## config.mk

```make
export PLATFORM = sky130hd
export DESIGN_NAME = offset_sign_serial_flat
export DESIGN_NICKNAME = d
export VERILOG_FILES = /design/src/rtl/offset_sign_serial_if.sv /design/src/rtl/offset_sign_serial.sv /design/src/flat_wrapper.sv
export SDC_FILE = /design/constraint.sdc
export NUM_CORES = 1
export LEC_CHECK = 0
export ABC_AREA = 1
export CELL_PAD_IN_SITES_DETAIL_PLACEMENT = 1
export CELL_PAD_IN_SITES_GLOBAL_PLACEMENT = 2
export CORE_MARGIN = 4
export CORE_UTILIZATION = 34
export DETAILED_ROUTE_END_ITERATION = 10
export DONT_BUFFER_PORTS = 1
export HOLD_SLACK_MARGIN = 0.1
export PLACE_DENSITY = 0.81
export SLEW_MARGIN = 25
export SYNTH_ARGS = -nofsm -noshare
export SYNTH_HDL_FRONTEND = slang
export SYNTH_SLANG_ARGS = --single-unit
```

## constraint.sdc

```tcl
create_clock -name clk -period 1.35 [get_ports clk]
set_input_delay 0 -clock clk [delete_from_list [all_inputs] [get_ports clk]]
set_output_delay 0 -clock clk [all_outputs]
set_load 0.02 [all_outputs]
```

## src/rtl/offset_sign_serial_if.sv

```systemverilog
// Handshake and data bundle for the bit-serial sign-dependent offset converter.
// The master drives start/x and the slave (the converter) returns busy/done/y.
interface offset_sign_serial_if #(
  parameter int WIDTH = 4
);
  logic             start;
  logic [WIDTH-1:0] x;
  logic             busy;
  logic             done;
  logic [WIDTH:0]   y;

  modport master (output start, output x, input busy, input done, input y);
  modport slave  (input start, input x, output busy, output done, output y);
endinterface

```

## src/rtl/offset_sign_serial.sv

```systemverilog
// Bit-serial sign-dependent offset converter.
// y = x + POS_OFF for x >= 0, y = x - NEG_OFF for x < 0, computed LSB-first
// through one full adder and a carry flop. The result is WIDTH+1 bits wide, so
// the legal offset ranges can never overflow it.
module offset_sign_serial #(
  parameter int WIDTH   = 4,
  parameter int POS_OFF = 3,
  parameter int NEG_OFF = 2
) (
  input  logic                clk,
  input  logic                rst,
  offset_sign_serial_if.slave bus
);

  localparam int     W1      = WIDTH + 1;
  localparam int     CW      = $clog2(WIDTH + 1);
  localparam longint MAX_OFF = longint'(1) << (WIDTH - 1);

  // Reject illegal configurations at elaboration instead of truncating.
  if (WIDTH < 2) begin : g_bad_width
    $error("offset_sign_serial: WIDTH must be >= 2");
  end
  if ((POS_OFF < 0) || (longint'(POS_OFF) > MAX_OFF)) begin : g_bad_pos
    $error("offset_sign_serial: POS_OFF out of range 0..2^(WIDTH-1)");
  end
  if ((NEG_OFF < 0) || (longint'(NEG_OFF) > MAX_OFF)) begin : g_bad_neg
    $error("offset_sign_serial: NEG_OFF out of range 0..2^(WIDTH-1)");
  end

  // Second operand: the positive offset, or the negated negative offset so
  // that both cases reduce to a plain addition.
  localparam logic [W1-1:0] POS_OP = W1'(POS_OFF);
  localparam logic [W1-1:0] NEG_OP = W1'(0) - W1'(NEG_OFF);

  typedef enum logic [1:0] {
    ST_IDLE  = 2'd0,
    ST_SHIFT = 2'd1,
    ST_DONE  = 2'd2
  } state_e;

  state_e          state_q, state_d;
  logic [W1-1:0]   xs_q, xs_d;
  logic [W1-1:0]   op_q, op_d;
  logic [W1-1:0]   res_q, res_d;
  logic [W1-1:0]   y_q, y_d;
  logic [CW-1:0]   cnt_q, cnt_d;
  logic            carry_q, carry_d;
  logic            busy_q, busy_d;
  logic            done_q, done_d;
  logic            sum_bit;
  logic            carry_out;

  // Next-state and datapath: one full-adder step per SHIFT cycle.
  always_comb begin
    state_d   = state_q;
    xs_d      = xs_q;
    op_d      = op_q;
    res_d     = res_q;
    y_d       = y_q;
    cnt_d     = cnt_q;
    carry_d   = carry_q;
    sum_bit   = xs_q[0] ^ op_q[0] ^ carry_q;
    carry_out = (xs_q[0] & op_q[0]) | (xs_q[0] & carry_q) | (op_q[0] & carry_q);

    case (state_q)
      ST_IDLE: begin
        if (bus.start) begin
          state_d = ST_SHIFT;
          xs_d    = {bus.x[WIDTH-1], bus.x};
          op_d    = bus.x[WIDTH-1] ? NEG_OP : POS_OP;
          carry_d = 1'b0;
          cnt_d   = {CW{1'b0}};
        end else begin
          state_d = ST_IDLE;
        end
      end
      ST_SHIFT: begin
        res_d   = {sum_bit, res_q[W1-1:1]};
        carry_d = carry_out;
        xs_d    = xs_q >> 1;
        op_d    = op_q >> 1;
        cnt_d   = cnt_q + CW'(1);
        if (cnt_q == CW'(WIDTH)) begin
          // Last bit: publish the whole word at once so y never shows a partial sum.
          y_d     = {sum_bit, res_q[W1-1:1]};
          state_d = ST_DONE;
        end else begin
          state_d = ST_SHIFT;
        end
      end
      ST_DONE: begin
        state_d = ST_IDLE;
      end
      default: begin
        state_d = ST_IDLE;
      end
    endcase

    busy_d = (state_d != ST_IDLE);
    done_d = (state_d == ST_DONE);
  end

  // State and datapath registers; reset wins over any start in the same cycle.
  always_ff @(posedge clk) begin
    if (rst) begin
      state_q <= ST_IDLE;
      xs_q    <= {W1{1'b0}};
      op_q    <= {W1{1'b0}};
      res_q   <= {W1{1'b0}};
      y_q     <= {W1{1'b0}};
      cnt_q   <= {CW{1'b0}};
      carry_q <= 1'b0;
      busy_q  <= 1'b0;
      done_q  <= 1'b0;
    end else begin
      state_q <= state_d;
      xs_q    <= xs_d;
      op_q    <= op_d;
      res_q   <= res_d;
      y_q     <= y_d;
      cnt_q   <= cnt_d;
      carry_q <= carry_d;
      busy_q  <= busy_d;
      done_q  <= done_d;
    end
  end

  assign bus.busy = busy_q;
  assign bus.done = done_q;
  assign bus.y    = y_q;

endmodule

```

## src/flat_wrapper.sv

```systemverilog
// flat-port wrapper written by rule: the top's interface ports become plain ports
module offset_sign_serial_flat 
#(
  parameter int WIDTH   = 4,
  parameter int POS_OFF = 3,
  parameter int NEG_OFF = 2
)
  (clk, rst, bus_start, bus_x, bus_busy, bus_done, bus_y);
  offset_sign_serial_if #(.WIDTH(WIDTH)) bus_i ();
  input  logic clk;
  input  logic rst;
  input wire logic [$bits(bus_i.start)-1:0] bus_start;
  input wire logic [$bits(bus_i.x)-1:0] bus_x;
  output wire logic [$bits(bus_i.busy)-1:0] bus_busy;
  output wire logic [$bits(bus_i.done)-1:0] bus_done;
  output wire logic [$bits(bus_i.y)-1:0] bus_y;
  assign bus_i.start = bus_start;
  assign bus_i.x = bus_x;
  assign bus_busy = bus_i.busy;
  assign bus_done = bus_i.done;
  assign bus_y = bus_i.y;
  offset_sign_serial #(.WIDTH(WIDTH), .POS_OFF(POS_OFF), .NEG_OFF(NEG_OFF)) u_core (.clk(clk), .rst(rst), .bus(bus_i));
endmodule
```

---- Yosys cells after proc, flatten, opt, wreduce, memory -nomap -nowiden ----
Cells that the tools add are included.
operators by class
  reduce and logical (&&, ||, !) cells .... 5
  add/subtract/negate cells ............... 1
  muxes and demuxes ....................... 12
  bitwise operators ....................... 7
  equal/unequal tests ..................... 4
operators by type and width
  cell                                                             number
  5-bit one-hot mux with 2 select lines                            2
  5-bit two-way mux                                                3
  3-bit one-hot mux with 2 select lines                            1
  2-bit one-hot mux with 2 select lines                            1
  2-bit AND reduction                                              2
  2-bit nonzero test                                               2
  3-bit by 1-bit adder with 3-bit output, second input constant    1
  1-bit AND                                                        3
  3-bit == test, second input constant                             1
  3-bit two-way mux                                                1
  2-bit by 1-bit == test with 1-bit output, second input constant  1
  2-bit == test, second input constant                             1
  2-bit logical NOT                                                1
  1-bit two-way mux                                                2
  2-bit two-way mux                                                1
  2-bit != test, second input constant                             1
  1-bit OR                                                         2
  1-bit one-hot mux with 2 select lines                            1
  1-bit bitwise XOR                                                2
storage, ports and cells
  logic and storage cells ................. 38
  output and inout port bits .............. 7
  input port bits ......................... 7
  bits in registers ....................... 28

---- Depth between registers and ports, before layout ----
  depth after elaboration ................. 4
  gate-level depth with buffers ........... 8

---- Least setup slack after synthesis ----
Ideal clock, no wire load.
  path kind ............................... register to register
  from .................................... register u_core.carry_q
  to ...................................... register u_core.res_q[4]
  path buffers ............................ 0
  required time ........................... 1234 ps
  library setup time ...................... 116 ps
  stages on the path, launching flop included .. 6
  arrival time ............................ 1098 ps
  setup slack ............................. 136 ps
  path through ............................ dfxtp_1 -> inv_1 -> fa_1 -> inv_1 -> o21ai_0 -> nor2_1
between the ends
  cells in the longest elaborated chain, start to end .. 1
ends and longest elaborated chain
  item                    line                       source
  start, declared         offset_sign_serial.sv:47   logic carry_q, carry_d;
  start signal, assigned  offset_sign_serial.sv:122  carry_q <= carry_d;
  1-bit bitwise XOR       offset_sign_serial.sv:62   sum_bit = xs_q[0] ^ op_q[0] ^ carry_q;
  end signal, assigned    offset_sign_serial.sv:109  res_q <= {W1{1'b0}};
  end signal, assigned    offset_sign_serial.sv:119  res_q <= res_d;
  end, declared           offset_sign_serial.sv:44   logic [W1-1:0] res_q, res_d;
No other way between the ends.
A chain may end at the register's enable or synchronous reset.

---- Worst setup path after layout ----
Ends and elaborated chain as after synthesis.

==> reports/metrics.csv <==
stage;metric;value;unit
critical_path;worst r2r src;u_core.carry_q$_SDFFE_PP0P_;
placed_design;port bufs;0;
pwr;Max VDD drop;0.3339;mV
yosys;post-synth top area share;44.84;%
yosys;#FFs+latches synth;25;
min_path;HP Class;input port to flip-flop;
die;die area;4263;sq um
placed_design;placed instance area;1186;sq um
yosys;post-synthesis average cell area;7.391;sq um
drt;via count;920;
clock_network;Post-CTS Setup Bufs;0;
final_layout;layout cells sized above 1;12.12;%
outcome;status;completed;
job;max cap viols;0;
global_routing;antenna violations before repair;0;
timing;Pins Over Slew Limit;0;
global_routing;Overall Global Routing Usage;12.62;%
clock_network;Clock Latency Late Sink;0.32;ns
yosys;count of cell types in the netlist;22;
pwr;Sequential Power Share;59.0;%
yosys;post-synthesis cell count;151;
timing;slew of the pin with the lowest slew margin;0.5531;ns
critical_path;Crit Path Class;flip-flop to flip-flop;
timing;setup TNS;0;ns
drt;DRT antenna net count;0;
timing;Worst Hold Margin;0.4229;ns
drt;Routed WL;2379;um
yosys;synth top area cells;dfxtp_1 (45%), nand2_1 (14%), nor2_1 (8.4%), inv_1 (6.1%), nand3_1 (4.9%);
final_layout;nets;176;
min_path;critical hold path startpoint;bus_x[1];
pwr;Psw;0.0003846;W
critical_path;CP endpoint kind;flip-flop;
yosys;EDFF count, synth;0;
timing;number of setup violations in the final report;0;
die;die extent in y;65.30;um
global_routing;vias in the first global route;903;
die;core area;3103;sq um
critical_path;Req. time, crit path;1.59;ns
pwr;Clock power frac;25.2;%
final_layout;# diodes;0;
yosys;top_reg_cell synth;dfxtp_1;
timing;Worst Clk Skew;0.01210;ns
clock_network;CTS H-Tree Depth;1;
timing;Final Cycle Share;90.64;%
yosys;Net Count, Synth;161;
yosys;post-synthesis sequential area ratio;44.84;%
timing;f_max;817.2;MHz
drt;DR vias/cell;4.402;
timing;final hold violation count;0;
clock_network;Clock Path Buffers;2;
timing;RSZ-0062 raised after global routing;false;
timing;Final min period;1.224;ns
drt;drt drc;0;
timing;slew margin rel.;63.00;%
pwr;Power Density;1051;nW/um^2
clock_network;clk slew on worst S/H paths;0.15;ns
clock_network;CTS tree;yes;
yosys;area leader, netlist;dfxtp_1;
clock_network;Inserted Clock Buffers;3;
placed_design;Placer Congestion;0.7097;
final_layout;fillers;408;
drt;Iteration-0 DRC Markers;34;
critical_path;crit path DAT;1.47;ns
pwr;Internal;0.0009904;W
final_layout;P&R area growth vs syn;17.27;%
die;Die W;65.30;um
global_routing;wire length of the first global-routing pass;4112;um
die;Rows;20;
pwr;proportion of power drawn by combinational gates;15.8;%
pwr;Leakage Power;0.6138;nW
die;I/O pins;14;
clock_network;clock sinks;25;
global_routing;largest net degree at the start of global routing;16;
yosys;Synth Cell Area;1116;sq um
yosys;Syn. warnings;0;
die;Starting Density;35.97;%
pwr;Sw Share;27.97;%
yosys;ys async rst share;0;%
critical_path;element type at the critical path start;flip-flop;
drt;DR pass1 iterations;4;
global_routing;grt total ovfl;0;
critical_path;CP Max Fanout;2;
clock_network;Root Buffer;clkbuf_4;
drt;wire per inst;11.38;um
final_layout;post-route cell area;1309;sq um
critical_path;Setup crit start;u_core.carry_q$_SDFFE_PP0P_;
placed_design;Final HPWL DP;1642;um
-- sequential cells by signal (all words and copies together), names as in the netlist --
register / cells
u_core.carry_q: 1
u_core.op_q: 4
u_core.bus.busy: 1
u_core.bus.done: 1
u_core.bus.y: 5
u_core.res_q: 4
u_core.cnt_q: 3
u_core.state_q: 2
u_core.xs_q: 4
-- placed cells by master, fill, tap and decap left out, types with 2 or more instances in the layout --
cell type / instances
a21oi_1: 6
nand2_1: 43
dfxtp_1: 23
o21ai_1: 2
nand3_1: 11
buf_4: 5
nor2_1: 25
clkbuf_4: 3
ha_1: 2
dlygate4sd3_1: 9
dfxtp_2: 2
o21ai_0: 4
inv_1: 18
-- layer usage --
layer,vias up,GRT usage [%],wire [um]
li1,488,-,-
met1,420,14.89,1145
met2,10,22.38,1144
met3,2,3.077,74
met4,0,3.886,15
met5,-,0,0
-- worst max-delay path, stage by stage, from the launching register on --
cell     delay, ns
dfxtp_2       0.35
inv_1         0.05
fa_1          0.52
inv_1         0.05
o21ai_1       0.12
nor2_1        0.05
-- synthesized netlist by cell type (2+ instances only) --
library cell / number
nor2_1: 25
buf_6: 2
a21oi_1: 6
o21ai_0: 5
nand3_1: 11
ha_1: 2
dfxtp_1: 25
buf_4: 2
nand2_1: 43
inv_1: 18
-- metrics by stage --
| step | worst slack (ns) | utilization, % | cells | power, W |
|---|---|---|---|---|
| global route | 0.009772 | 42.18 | 209 | 0.001474 |
| floorplan | 0.1359 | - | 151 | 0.0009712 |
| CTS | 0.06012 | 42.10 | 209 | 0.001404 |
| finish | 0.1264 | 42.18 | 209 | 0.001375 |
| global placement | 0.1217 | 38.23 | 196 | 0.001009 |
| detailed placement | 0.07928 | 38.23 | 196 | 0.001016 |
-- area by class of cell --
class | count | area, sq um | area share [%]
flip-flops and latches | 25 | 503.0 | 38.43
multi-input cells | 101 | 495.5 | 37.86
clock inverters | 1 | 7.507 | 0.5736
well taps | 44 | 55.05 | 4.206
clock buffers | 3 | 22.52 | 1.721
inverters | 20 | 77.57 | 5.927
repair buffers | 15 | 147.6 | 11.28
-- logic make-up after synthesis --
| kind of cell | count (synthesis) | synth area share [%] |
|---|---|---|
| and+or+nand+nor | 84 | 32.74 |
| AOI/OAI and AO/OA | 14 | 7.623 |
| adders and majority gates | 3 | 4.036 |
| DFF | 25 | 44.84 |
| buffers and inverters | 25 | 10.76 |
-- power by group through the flow --
stage / Combinational [W] / Clock (W) / Sequential, W
after floorplan: 0.000155 / 0 / 0.000816
after global placement: 0.000183 / 0 / 0.000826
after detailed placement: 0.000189 / 0 / 0.000827
after CTS: 0.000221 / 0.000372 / 0.000811
after global routing: 0.000251 / 0.000405 / 0.000818
final: 0.000217 / 0.000347 / 0.000811
-- worst paths after layout --
check | end | slack (ns) | cells past startpoint
min | u_core.xs_q[1]$_SDFFE_PP0P_ | 0.42 | 5
max | u_core.res_q[4]$_SDFFE_PP0P_ | 0.13 | 5
max reg2reg | u_core.res_q[4]$_SDFFE_PP0P_ | 0.13 | 5
min reg2reg | u_core.op_q[1]$_SDFFE_PP0P_ | 0.46 | 2
-- repair_timing --
action                                  in CTS  in global routing
endpoints found under the hold margin       21                  0
endpoints found under the setup margin       0                  4
resized for setup                            0                  3
hold buffers                                 9                  0
(Power assumes the default switching activity.)
